<file path="config.mk">
export PLATFORM = sky130hd
export DESIGN_NAME = stream_test_source
export DESIGN_NICKNAME = d
export VERILOG_FILES = /design/src/rtl/rc_stream_pkg.sv /design/src/rtl/stream_payload_gen.sv /design/src/rtl/stream_test_source.sv
export SDC_FILE = /design/constraint.sdc
export NUM_CORES = 1
export LEC_CHECK = 0
export ABC_AREA = 0
export CORE_AREA = 2 2 250 252
export CTS_CLUSTER_SIZE = 12
export DETAILED_ROUTE_END_ITERATION = 6
export DIE_AREA = 0 0 252 254
export GPL_ROUTABILITY_DRIVEN = 1
export SETUP_SLACK_MARGIN = 0.15
export SLEW_MARGIN = 10
export SYNTH_ARGS = -nofsm -noshare
export SYNTH_HDL_FRONTEND = slang
export SYNTH_SLANG_ARGS = --single-unit
</file>
<file path="constraint.sdc">
create_clock -name clk -period 5.6 [get_ports clk]
set_clock_uncertainty 0.05 [all_clocks]
set_input_delay 1.68 -clock clk [delete_from_list [all_inputs] [get_ports clk]]
set_output_delay 1.68 -clock clk [all_outputs]
set_load 0.02 [all_outputs]
</file>
<file path="src/rtl/rc_stream_pkg.sv">
// rc_stream_pkg: tags, state encoding and config-flit layout shared by the rate-control stream path.
// LFSR constants and helper exist only when SRC_PAYLOAD_LFSR_EN is defined.
package rc_stream_pkg;
  localparam logic [31:0] TAG_CONFIG = 32'hC0;
  localparam logic [31:0] TAG_DATA = 32'h5F;
  localparam logic [31:0] TAG_NULL = 32'h0;
  localparam int BYTES_PER_FLIT = 32;
  localparam int CFG_D_LSB = 0;
  localparam int CFG_N_LSB = 32;
  localparam int CFG_P_LSB = 64;
  localparam int CFG_Q_LSB = 96;
  localparam int CFG_F_LSB = 128;
  typedef enum logic [2:0] {IDLE, CFG, DATA, NULL, GAP, DONE} state_t;
`ifdef SRC_PAYLOAD_LFSR_EN
  localparam logic [31:0] LFSR_POLY = 32'h80200003;
  localparam logic [31:0] LFSR_SEED = 32'hACE10000;
  function automatic logic [31:0] lfsr_adv(input logic [31:0] s, input int n);
    logic [31:0] r;
    r = s;
    for (int k = 0; k < n; k++) r = r[0] ? (r >> 1) ^ LFSR_POLY : r >> 1;
    return r;
  endfunction
`endif
endpackage

</file>
<file path="src/rtl/stream_payload_gen.sv">
// stream_payload_gen: 8x32-bit lane payload (counter, or Galois LFSR under SRC_PAYLOAD_LFSR_EN)
// with byte masking of a packet's final partial flit.
module stream_payload_gen
  import rc_stream_pkg::*;
(
  input  logic         clk,
  input  logic         reset,
  input  logic         clear,
  input  logic         advance,
  input  logic         last,
  input  logic [4:0]   rem,
`ifdef SRC_PAYLOAD_LFSR_EN
  input  logic [31:0]  seed,
`endif
  output logic [255:0] data,
  output logic [31:0]  strb
);
  logic [31:0] base;
  logic [255:0] raw;
`ifdef SRC_PAYLOAD_LFSR_EN
  always_ff @(posedge clk) base <= reset ? '0 : clear ? seed : advance ? lfsr_adv(base, 8) : base;
  for (genvar i = 0; i < 8; i++) begin : g_lane
    assign raw[32*i+:32] = lfsr_adv(base, i);
  end
`else
  always_ff @(posedge clk) base <= reset || clear ? '0 : advance ? base + 32'd8 : base;
  for (genvar i = 0; i < 8; i++) begin : g_lane
    assign raw[32*i+:32] = base + 32'(i);
  end
`endif
  assign strb = last && rem != 5'd0 ? (32'd1 << rem) - 32'd1 : '1;
  for (genvar j = 0; j < 32; j++) begin : g_byte
    assign data[8*j+:8] = strb[j] ? raw[8*j+:8] : 8'h0;
  end
endmodule

</file>
<file path="src/rtl/stream_test_source.sv">
// stream_test_source: emits CONFIG, then cfg_pkts DATA packets each followed by a NULL flit, with D idle cycles
// after every accepted flit. SRC_PAYLOAD_LFSR_EN selects LFSR payload instead of the counter.
module stream_test_source
  import rc_stream_pkg::*;
#(
  parameter int C_AXIS_TDATA_WIDTH = 256,
  parameter int MAX_PKTS_W = 16
) (
  input  logic                            clk,
  input  logic                            reset,
  input  logic                            start,
  input  logic [31:0]                     cfg_d,
  input  logic [31:0]                     cfg_n,
  input  logic [31:0]                     cfg_p,
  input  logic [31:0]                     cfg_q,
  input  logic [31:0]                     cfg_f,
  input  logic [MAX_PKTS_W-1:0]           cfg_pkts,
  input  logic                            out_tready,
  output logic                            out_tvalid,
  output logic [C_AXIS_TDATA_WIDTH-1:0]   out_tdata,
  output logic [127:0]                    out_tuser,
  output logic [C_AXIS_TDATA_WIDTH/8-1:0] out_tstrb,
  output logic                            out_tlast,
  output logic [31:0]                     out_tag,
  output logic                            busy,
  output logic                            done,
  output logic                            cfg_err,
  output logic [MAX_PKTS_W-1:0]           pkt_count
);
  state_t state, state_n, after, target;
  logic [31:0] d_r, n_r, p_r, q_r, f_r, gap_cnt, flit_cnt, flits;
  logic [MAX_PKTS_W-1:0] pkts_r;
  logic [MAX_PKTS_W:0] pc1;
  logic ok_start, hs, last, more;
  logic [255:0] gen_data, cfg_flit;
  logic [31:0] gen_strb;
  logic [7:0] ucnt;
  assign ok_start = state == IDLE && start && cfg_p != '0 && cfg_pkts != '0;
  assign hs = out_tvalid && out_tready;
  assign flits = {5'b0, p_r[31:5]} + {31'b0, |p_r[4:0]};
  assign last = flit_cnt == flits - 32'd1;
  assign pc1 = {1'b0, pkt_count} + 1'b1;
  assign more = pc1 < {1'b0, pkts_r};
  assign target = state == NULL ? (more ? DATA : DONE) : (state == DATA && last) ? NULL : DATA;
  always_comb begin
    state_n = state;
    unique case (state)
      IDLE:            state_n = ok_start ? CFG : IDLE;
      CFG, DATA, NULL: state_n = hs ? (d_r == '0 ? target : GAP) : state;
      GAP:             state_n = gap_cnt == 32'd1 ? after : GAP;
      DONE:            state_n = IDLE;
      default:         state_n = IDLE;
    endcase
  end
  always_ff @(posedge clk) begin
    if (reset) begin
      state <= IDLE;
      after <= DATA;
      {d_r, n_r, p_r, q_r, f_r, gap_cnt, flit_cnt} <= '0;
      pkts_r <= '0;
      pkt_count <= '0;
      cfg_err <= 1'b0;
    end else begin
      state <= state_n;
      cfg_err <= state == IDLE && start && !ok_start;
      if (ok_start) begin
        {d_r, n_r, p_r, q_r, f_r} <= {cfg_d, cfg_n, cfg_p, cfg_q, cfg_f};
        pkts_r <= cfg_pkts;
        pkt_count <= '0;
        flit_cnt <= '0;
      end
      if (hs) begin
        after <= target;
        gap_cnt <= d_r;
      end else if (state == GAP) gap_cnt <= gap_cnt - 32'd1;
      if (hs && state == DATA) flit_cnt <= last ? '0 : flit_cnt + 32'd1;
      if (hs && state == NULL && pkt_count != '1) pkt_count <= pkt_count + 1'b1;
    end
  end
`ifdef SRC_PAYLOAD_LFSR_EN
  logic [31:0] run_idx;
  always_ff @(posedge clk) run_idx <= reset ? '0 : ok_start ? run_idx + 32'd1 : run_idx;
`endif
  stream_payload_gen u_gen (
    .clk(clk), .reset(reset), .clear(ok_start), .advance(hs && state == DATA),
    .last(last), .rem(p_r[4:0]),
`ifdef SRC_PAYLOAD_LFSR_EN
    .seed(LFSR_SEED + run_idx),
`endif
    .data(gen_data), .strb(gen_strb)
  );
  always_comb begin
    cfg_flit = '0;
    cfg_flit[CFG_D_LSB+:32] = d_r;
    cfg_flit[CFG_N_LSB+:32] = n_r;
    cfg_flit[CFG_P_LSB+:32] = p_r;
    cfg_flit[CFG_Q_LSB+:32] = q_r;
    cfg_flit[CFG_F_LSB+:32] = f_r;
  end
  assign ucnt = state == DATA && last && p_r[4:0] != 5'd0 ? {3'b0, p_r[4:0]} :
                state == CFG || state == DATA ? 8'(BYTES_PER_FLIT) : 8'd0;
  assign out_tvalid = state == CFG || state == DATA || state == NULL;
  assign out_tdata = state == CFG ? cfg_flit : state == DATA ? gen_data : '0;
  assign out_tstrb = state == CFG ? '1 : state == DATA ? gen_strb : '0;
  assign out_tuser = {120'b0, ucnt};
  assign out_tlast = state == CFG || state == NULL || (state == DATA && last);
  assign out_tag = state == CFG ? TAG_CONFIG : state == DATA ? TAG_DATA : TAG_NULL;
  assign busy = state != IDLE;
  assign done = state == DONE;
endmodule
</file>
==> results.cfg, run 1 <==
[outcome]
status = finished with violations
violations = setup timing

[routing]
drt_first_pass_iters = 7
drtAntennaViolNets = 0
drt-total-wl_mm = 87.8
vias = 20100
viasPerCell = 5.10
wl_per_cell_um = 22.3
drc = 0
drt_iter0_drc = 1364

[sta]
tightest_slew_ns = 1.19
setup_ws_ns = -0.475
hold_viol = 0
slew_headroom_pct = 20.9
tns_ns = -92.05
period_needed_ns = 6.07
fmax_ghz = 0.165
finalSetupViolations = 277
drv_slew = 0
rsz0062_at_grt = true
finalCritPeriodShare_pct = 108

[grt]
grt_usage_pct = 25.7
grt_max_degree = 171
first_global_vias = 17900
grt_pass1_wl_mm = 122
antenna_found_initial = 3
overflow = 0

[die]
die_x_um = 252
coreArea_sq_mm = 0.0613
die_h_um = 254
start_util_pct = 28.4
ios = 649
dieArea_sq_mm = 0.0640
row_count = 91

[logic_synthesis]
post-synth-top-area-fraction_pct = 33.6
ys_seq_area_share_pct = 33.6
synth.distinct_cells = 81
synth_most_common_cell = nand2_1
synth_common_cells = 620 x nand2_1, 292 x dfxtp_1, 282 x a21oi_1
yosys-top-cells-area = dfxtp_1 34%, nand2_1 13%, a21oi_1 8.1%, buf_4 6.9%, o21ai_0 5.2%
mappedNetlistArea_sq_mm = 0.0174
avgSynthCellArea_sq_um = 6.94
synth_edf_count = 0
synthFlopType = dfxtp_1
ys_seq_elements = 292
synthCells = 2508
ys_warn_count = 0
async_flop_share_pct = 0
synth.largest_area_cell = dfxtp_1

[flow_run]
cap_viol_max_count = 0

[power_and_ir_drop]
p_per_area_mw_per_mm2 = 274
peakVddDrop_mv = 0.199
leakage_uw = 0.0109

[worst_setup_path]
crit_type = reg -> out
end_kind = primary output
cp_data_arrival_time_ns = 4.34
critPathLaunchType = register
cp_data_required_time_ns = 3.87
worstPathMaxFanout = 7

[clock_network]
clockBufferDepth = 3
cts.sinks = 292
cts_hold_buf = 0
root_buffer = clkbuf_16
htreeDepth = 2
cts_tree = built
numCtsBuffers = 39
clock_latency_ns = 0.56
clkSlewWorstSetupHoldPaths_ns = 0.06

[placement]
gp_congestion = 0.957
detailedPlace.worstSlack_ns = -0.530
hpwl_mm = 64.2
port_buffers = 499

[cells_and_area]
nets = 3318
fill_cells = 6414
area.growth.synth_to_final_pct = 49.2
drive_above_1_share_pct = 23.2

[hold_path]
hold_class = reg -> reg
what timing repair did:
action	CTS	global route
gates cloned	0	6
resized for setup	859	549
pin swaps	16	30
endpoints found under the setup margin	277	277
setup buffers	29	52
routing by layer:
metal  routed length [um]  vias to the layer above  global-route usage, %
li1                     -                     9468                      -
met1                36400                     9602                   32.5
met2                41300                      867                   42.8
met3                 6780                      127                   5.21
met4                 3300                        2                   9.84
met5                    8                        -                      0
critical path, stage by stage (launching register included):
cell	delay [ns]
dfxtp_2	0.32
or2_4	0.25
nor2_4	0.13
nand2_4	0.07
inv_4	0.09
ha_4	0.15
nor3b_4	0.27
buf_4	0.17
nand2_2	0.06
buf_6	0.14
o31ai_2	0.21
nand4_1	0.21
nor4_2	0.35
and3_4	0.27
nand3_4	0.14
buf_12	0.19
and2b_4	0.31
buf_6	0.13
buf_6	0.12
o22ai_4	0.06
buf_6	0.15
sequential cells by signal, summed over array words and instances (netlist names):
name	cells
pkts_r	16
p_r	32
state	3
after	3
u_gen.base	29
pkt_count	16
f_r	32
gap_cnt	32
cfg_err	1
flit_cnt	32
d_r	32
n_r	32
q_r	32
final cells by class:
type | count | area [sq um] | share of cell area (%)
multi-input cells | 2014 | 11100 | 42.6
repair buffers | 728 | 6610 | 25.4
flip-flops and latches | 292 | 5850 | 22.5
clock buffers | 57 | 1150 | 4.41
well taps | 790 | 988 | 3.81
clock inverters | 13 | 169 | 0.650
inverters | 40 | 158 | 0.607
diodes | 1 | 2.50 | 0.00963
cell families after synthesis:
family                   after synthesis  share of synthesized area (%)
XOR/XNOR                              97                           4.88
AND/OR/NAND/NOR                     1159                           29.5
other                                  1                         0.0215
adder cells (fa/ha/maj)               23                           1.65
AO/OA/AOI/OAI                        582                           19.0
multiplexers                           4                          0.244
flip-flops                           292                           33.6
buffers and inverters                350                           11.1
worst paths after layout:
| check | startpoint | end | slack, ns | cells past startpoint |
|---|---|---|---|---|
| worst max-delay path | p_r[3] | out_tdata[79] | -0.47 | 20 |
| worst min-delay path | n_r[2] | n_r[2] | 0.40 | 2 |
| worst max register to register | p_r[3] | flit_cnt[28] | 1.13 | 19 |
| worst min register to register | n_r[2] | n_r[2] | 0.40 | 2 |
report_power, final:
group | internal, uW | switching, uW
sequential | 2240 | 131
combinational | 792 | 1360
clock | 1570 | 1040
total | 4590 | 2530
through the flow:
| step | utilization [%] | total power [uW] | std cells | cell area (sq um) | hold slack [ns] |
|---|---|---|---|---|---|
| final | 42.4 | 7120 | 3935 | 26000 | 0.400 |
| after global routing | 42.4 | 7440 | 3934 | 26000 | 0.415 |
| after CTS | 40.7 | 7050 | 3876 | 24900 | 0.400 |
| after detailed placement | 38.6 | 4420 | 3777 | 23700 | 0.393 |
| after global placement | 38.6 | 4420 | 3777 | 23700 | 0.387 |
| after floorplan | - | 3660 | 2656 | 18200 | 0.382 |
cell usage in the layout, fill, tap and decap left out, types with 11 or more instances in the layout:
master	netlist	routed
a21oi_1	282	276
a221oi_1	11	11
o21ai_0	182	80
buf_4	159	237
nor2_1	241	224
o211ai_1	11	11
and2_1	19	18
clkdlybuf4s50_1	0	220
o21ai_4	0	15
clkbuf_2	0	21
xnor2_1	36	35
nand4_1	31	31
or3_1	12	11
nor3_1	34	30
ha_1	23	21
buf_6	2	100
clkdlybuf4s15_2	0	15
buf_2	8	95
dfxtp_1	292	291
xor2_1	61	61
a31oi_1	15	13
buf_12	0	27
nand3_1	61	58
inv_1	38	36
and3_1	19	16
conb_1	1	149
nand2_1	620	616
o21ai_2	1	43
clkbuf_16	0	46
nor4_1	43	39
o21ai_1	1	46
Note: power is estimated with default switching activity, not from simulation.
==> inputs of run 2 (changes only) <==
GPL_TIMING_DRIVEN = 0   (was not set)
==> results.cfg, run 2 (synthesized netlist as in run 1, its figures left out) <==
[outcome]
status = finished with violations
violations = DRC, capacitance limit, slew limit, setup timing

[placement]
place_inst = 3944
port_buffers = 498
gp_congestion = 0.971
hpwl_mm = 72.8
detailedPlace.worstSlack_ns = -1.94

[die]
row_count = 91
die_x_um = 252
start_util_pct = 28.4
die_h_um = 254
ios = 649
coreArea_sq_mm = 0.0613
dieArea_sq_mm = 0.0640

[power_and_ir_drop]
p_per_area_mw_per_mm2 = 251
seqPwrFrac_pct = 31.8
p_switching_uw = 2680
leakage_uw = 0.0122
clkPwrFrac_pct = 35.3
combPwrFrac_pct = 32.9
intPower_uw = 4790
peakVddDrop_mv = 0.194
switching_share_pct = 35.8

[routing]
wl_per_cell_um = 23.4
drc = 8
drtAntennaViolNets = 0
vias = 21600
drt_first_pass_iters = 7
viasPerCell = 5.14
drt_iter0_drc = 1774
drt-total-wl_mm = 98.3

[sta]
drv_slew = 9
slew_headroom_pct = -6.25
finalSetupViolations = 278
fmax_ghz = 0.156
setup_ws_ns = -0.793
tightest_slew_ns = 1.59
hold_viol = 0
finalCritPeriodShare_pct = 114
rsz0062_at_grt = true
period_needed_ns = 6.39

[worst_setup_path]
crit_type = reg -> out
r2r_setup_slack_ns = 0.96
worstPathMaxFanout = 6
cp_data_arrival_time_ns = 4.66
critPathLaunchType = register
end_kind = primary output
rr_worst_depth = 13
r2r_end = state[0]
r2r-start = pkt_count[0]
cp_data_required_time_ns = 3.87

[hold_path]
hold_class = reg -> reg
whs_path_depth = 2
hold_end = f_r[1]
worstHoldStart = f_r[1]

[clock_network]
clock_latency_ns = 0.56
htreeDepth = 2
clkSlewWorstSetupHoldPaths_ns = 0.07
numCtsBuffers = 37
cts_tree = built
cts.sinks = 292
cts_hold_buf = 0
root_buffer = clkbuf_16
clockBufferDepth = 3

[grt]
overflow = 0
grt_pass1_wl_mm = 135
grt_max_degree = 15
first_global_vias = 19500
grt_usage_pct = 28.7
antenna_found_initial = 5

[cells_and_area]
fin_util_pct = 48.6
antenna-diode-count = 0
drive_above_1_share_pct = 29.8
layout_common_cells = 611 x nand2_1, 291 x dfxtp_1, 287 x buf_6
final_cells = 4198
fill_cells = 6078
mostFrequentLayoutCell = nand2_1
area.growth.synth_to_final_pct = 71.0
nets = 3585

[flow_run]
cap_viol_max_count = 2
-- run 2: area by class of cell --
cell class	instances	area, sq um	share of cell area (%)
inverters	40	153	0.513
well taps	790	988	3.32
repair buffers	687	7120	23.9
clock buffers	52	1080	3.64
multi-input cells	2014	12400	41.5
clock inverters	13	233	0.782
plain buffers	310	1980	6.64
flip-flops and latches	292	5850	19.6
-- run 2: per-stage QoR --
step | hold WS (ns) | setup TNS, ns | area, sq um | power, uW
CTS | 0.403 | -168.19 | 27700 | 7290
global placement | 0.389 | -355.37 | 24200 | 4490
global route | 0.420 | -205.22 | 29800 | 7750
detailed placement | 0.396 | -351.86 | 24200 | 4490
floorplan | 0.382 | 0 | 18200 | 3660
finish | 0.402 | -176.43 | 29800 | 7470
-- run 2: worst max-delay path by stage --
stage | end | from | cells past startpoint | slack [ns]
after global routing | out_tdata[52] | p_r[2] | 24 | -0.88
final | out_tdata[17] | p_r[2] | 23 | -0.79
after floorplan | out_tdata[44] | p_r[2] | 18 | 0.05
after CTS | out_tdata[24] | p_r[2] | 22 | -0.77
after global placement | out_tdata[37] | p_r[1] | 16 | -1.97
after detailed placement | out_tdata[37] | p_r[1] | 16 | -1.94
-- run 2: power by group through the flow --
stage	Sequential [uW]	Clock (uW)	Combinational (uW)
CTS	2370	2660	2260
global route	2390	2750	2610
floorplan	2370	0	1290
detailed placement	2410	0	2080
finish	2380	2630	2460
global placement	2410	0	2080
-- run 2: critical path, cell delays in order, from the launching register on --
cell	delay, ns
dfxtp_2	0.32
buf_8	0.11
or2_4	0.23
clkbuf_16	0.15
nor2_4	0.11
nand2_4	0.07
inv_4	0.09
ha_4	0.15
ha_4	0.12
nor4b_4	0.20
buf_4	0.18
nand2_8	0.07
buf_6	0.15
nor4_4	0.25
o22ai_2	0.13
nor4_4	0.30
and3_4	0.27
nand3_4	0.19
buf_12	0.22
nor2b_4	0.26
buf_6	0.16
buf_12	0.12
o21ai_4	0.06
buf_6	0.18
-- run 2: per-layer routing --
| layer | track usage (%) | up-vias | wire [um] |
|---|---|---|---|
| li1 | - | 9990 | - |
| met1 | 35.9 | 10400 | 39800 |
| met2 | 47.5 | 1034 | 45400 |
| met3 | 7.20 | 184 | 9150 |
| met4 | 10.7 | 8 | 3930 |
| met5 | 0 | - | 57 |
-- run 2: repair_timing --
item	in CTS	in global routing
buffers inserted	138	45
setup endpoints to repair	289	289
gates resized for setup	1807	441
pin swaps	37	53
gates cloned	3	3
==> inputs of run 3 (changes only) <==
ABC_AREA = not set   (was 0)
SKIP_CTS_REPAIR_TIMING = 1   (was not set)
==> results.cfg, run 3 (synthesized netlist as in run 1, its figures left out) <==
[outcome]
status = finished with violations
violations = setup timing

[cells_and_area]
fill_cells = 6478
fin_util_pct = 43.8
area.growth.synth_to_final_pct = 54.1
seq_area_sq_mm = 0.00585
layout_common_cells = 616 x nand2_1, 291 x dfxtp_1, 277 x a21oi_1
multi_input_area_sq_mm = 0.0111
mostFrequentLayoutCell = nand2_1
drive_above_1_share_pct = 18.7
nets = 3459

[sta]
fmax_ghz = 0.157
setup_ws_ns = -0.783
finalCritPeriodShare_pct = 114
drv_slew = 0
tightest_slew_ns = 1.27
finalSetupViolations = 293
hold-worst-slack_ns = 0.401
period_needed_ns = 6.38
slew_headroom_pct = 14.9
hold_viol = 0
rsz0062_at_grt = true

[hold_path]
whs_path_depth = 2
hold_class = reg -> reg

[grt]
grt_usage_pct = 27.9
first_global_vias = 18500
antenna_found_initial = 8
grt_max_degree = 15
overflow = 0
grt_pass1_wl_mm = 130

[routing]
vias = 20800
drt_first_pass_iters = 5
drt_iter0_drc = 1903
drt-total-wl_mm = 95.3
drtAntennaViolNets = 0
viasPerCell = 5.11
drc = 0
wl_per_cell_um = 23.4

[worst_setup_path]
cp_data_arrival_time_ns = 4.65
worstPathMaxFanout = 7
rr_worst_depth = 13
crit_family = buffers and inverters
critPathLaunchType = register
crit_start = p_r[2]
r2r_end = state[0]
slowest_stage = nor3b_4
cp_data_required_time_ns = 3.87
critPathBufInv = 8
timing.critical_path.to = out_tdata[91]
worstPathCellList = buf_8, or2_4, buf_8, nor2_4, nand2_4, clkinv_4, ha_4, ha_4, nor4b_4, buf_4, nand2_4, o31ai_4, a21oi_2, a311o_1, a211oi_4, buf_4, nand3_4, buf_12, nor3b_4, buf_6, o21ai_4, buf_6
critical-path-max-stage-delay_ns = 0.34
cp.depth = 22
r2r_setup_slack_ns = 0.90
end_kind = primary output
crit_type = reg -> out
r2r-start = pkt_count[0]

[die]
coreArea_sq_mm = 0.0613
die_x_um = 252
die_h_um = 254
dieArea_sq_mm = 0.0640
ios = 649
row_count = 91
start_util_pct = 28.4

[clock_network]
htreeDepth = 2
root_buffer = clkbuf_16
cts_tree = built
clkSlewWorstSetupHoldPaths_ns = 0.06
clockBufferDepth = 3
numCtsBuffers = 37
cts.sinks = 292
clock_latency_ns = 0.56

[power_and_ir_drop]
p_per_area_mw_per_mm2 = 271
leakage_uw = 0.0128
peakVddDrop_mv = 0.199

[placement]
hpwl_mm = 72.8
port_buffers = 498
gp_congestion = 0.971

[flow_run]
cap_viol_max_count = 0
run 3: changes by cell type in the layout (fill, tap and decap cells not counted), moves of 21 or more:
cell | before | now
a21oi_1 | 246 | 277
o21ai_4 | 78 | 28
nor2_1 | 183 | 236
buf_4 | 264 | 237
buf_6 | 287 | 62
nor2_4 | 36 | 4
o21ai_1 | 12 | 53
clkbuf_2 | 3 | 35
dlymetal6s2s_1 | 0 | 109
nor2_2 | 23 | 2
run 3: worst reg2reg max path: cells and delay by family, from the launching register on:
family / cells / cell delay, ns
AO/OA/AOI/OAI: 5 / 1.64
XOR/XNOR: 1 / 0.21
adder cells (fa/ha/maj): 2 / 0.56
buffers and inverters: 1 / 0.24
flip-flops: 1 / 0.45
AND/OR/NAND/NOR: 4 / 1.42
run 3: per-stage QoR:
step | setup WS, ns | cell area, sq um | std cells | total power (uW) | TNS, ns
after global placement | -1.97 | 24200 | 3944 | 4490 | -355.37
after global routing | -0.877 | 26800 | 4073 | 7550 | -215.14
after CTS | -2.55 | 25500 | 4009 | 7120 | -525.76
final | -0.783 | 26800 | 4076 | 7270 | -178.16
after detailed placement | -1.94 | 24200 | 3944 | 4490 | -351.86
after floorplan | 0.0519 | 18200 | 2656 | 3660 | 0
run 3: worst min-delay path by stage:
stage                        endpoint         from  slack [ns]
after floorplan           gap_cnt[17]  gap_cnt[17]        0.38
after global placement         n_r[1]       n_r[1]        0.39
after detailed placement       f_r[1]       f_r[1]        0.40
after CTS                      f_r[1]       f_r[1]        0.40
after global routing          q_r[14]      q_r[14]        0.42
final                     gap_cnt[17]  gap_cnt[17]        0.40
run 3: final cells by class:
class / instances / area share (%)
multi-input combinational: 2014 / 41.3
sequential: 292 / 21.8
timing repair buffer: 561 / 20.6
buffer: 310 / 7.09
clock buffer: 52 / 4.04
tap: 790 / 3.69
clock inverter: 13 / 0.868
inverter: 40 / 0.593
antenna: 4 / 0.0373
run 3: routing by layer:
metal | global-route usage (%) | share of wire (%) | vias up
li1 | - | - | 9751
met1 | 35.6 | 41 | 9909
met2 | 45.3 | 46 | 995
met3 | 6.72 | 9.2 | 164
met4 | 10.5 | 3.9 | 6
met5 | 0 | 0.046 | -
run 3: where the power goes:
part,total (uW),switching [uW],internal [uW]
sequential,2380,141,2230
clock,2630,1000,1630
combinational,2260,1440,820
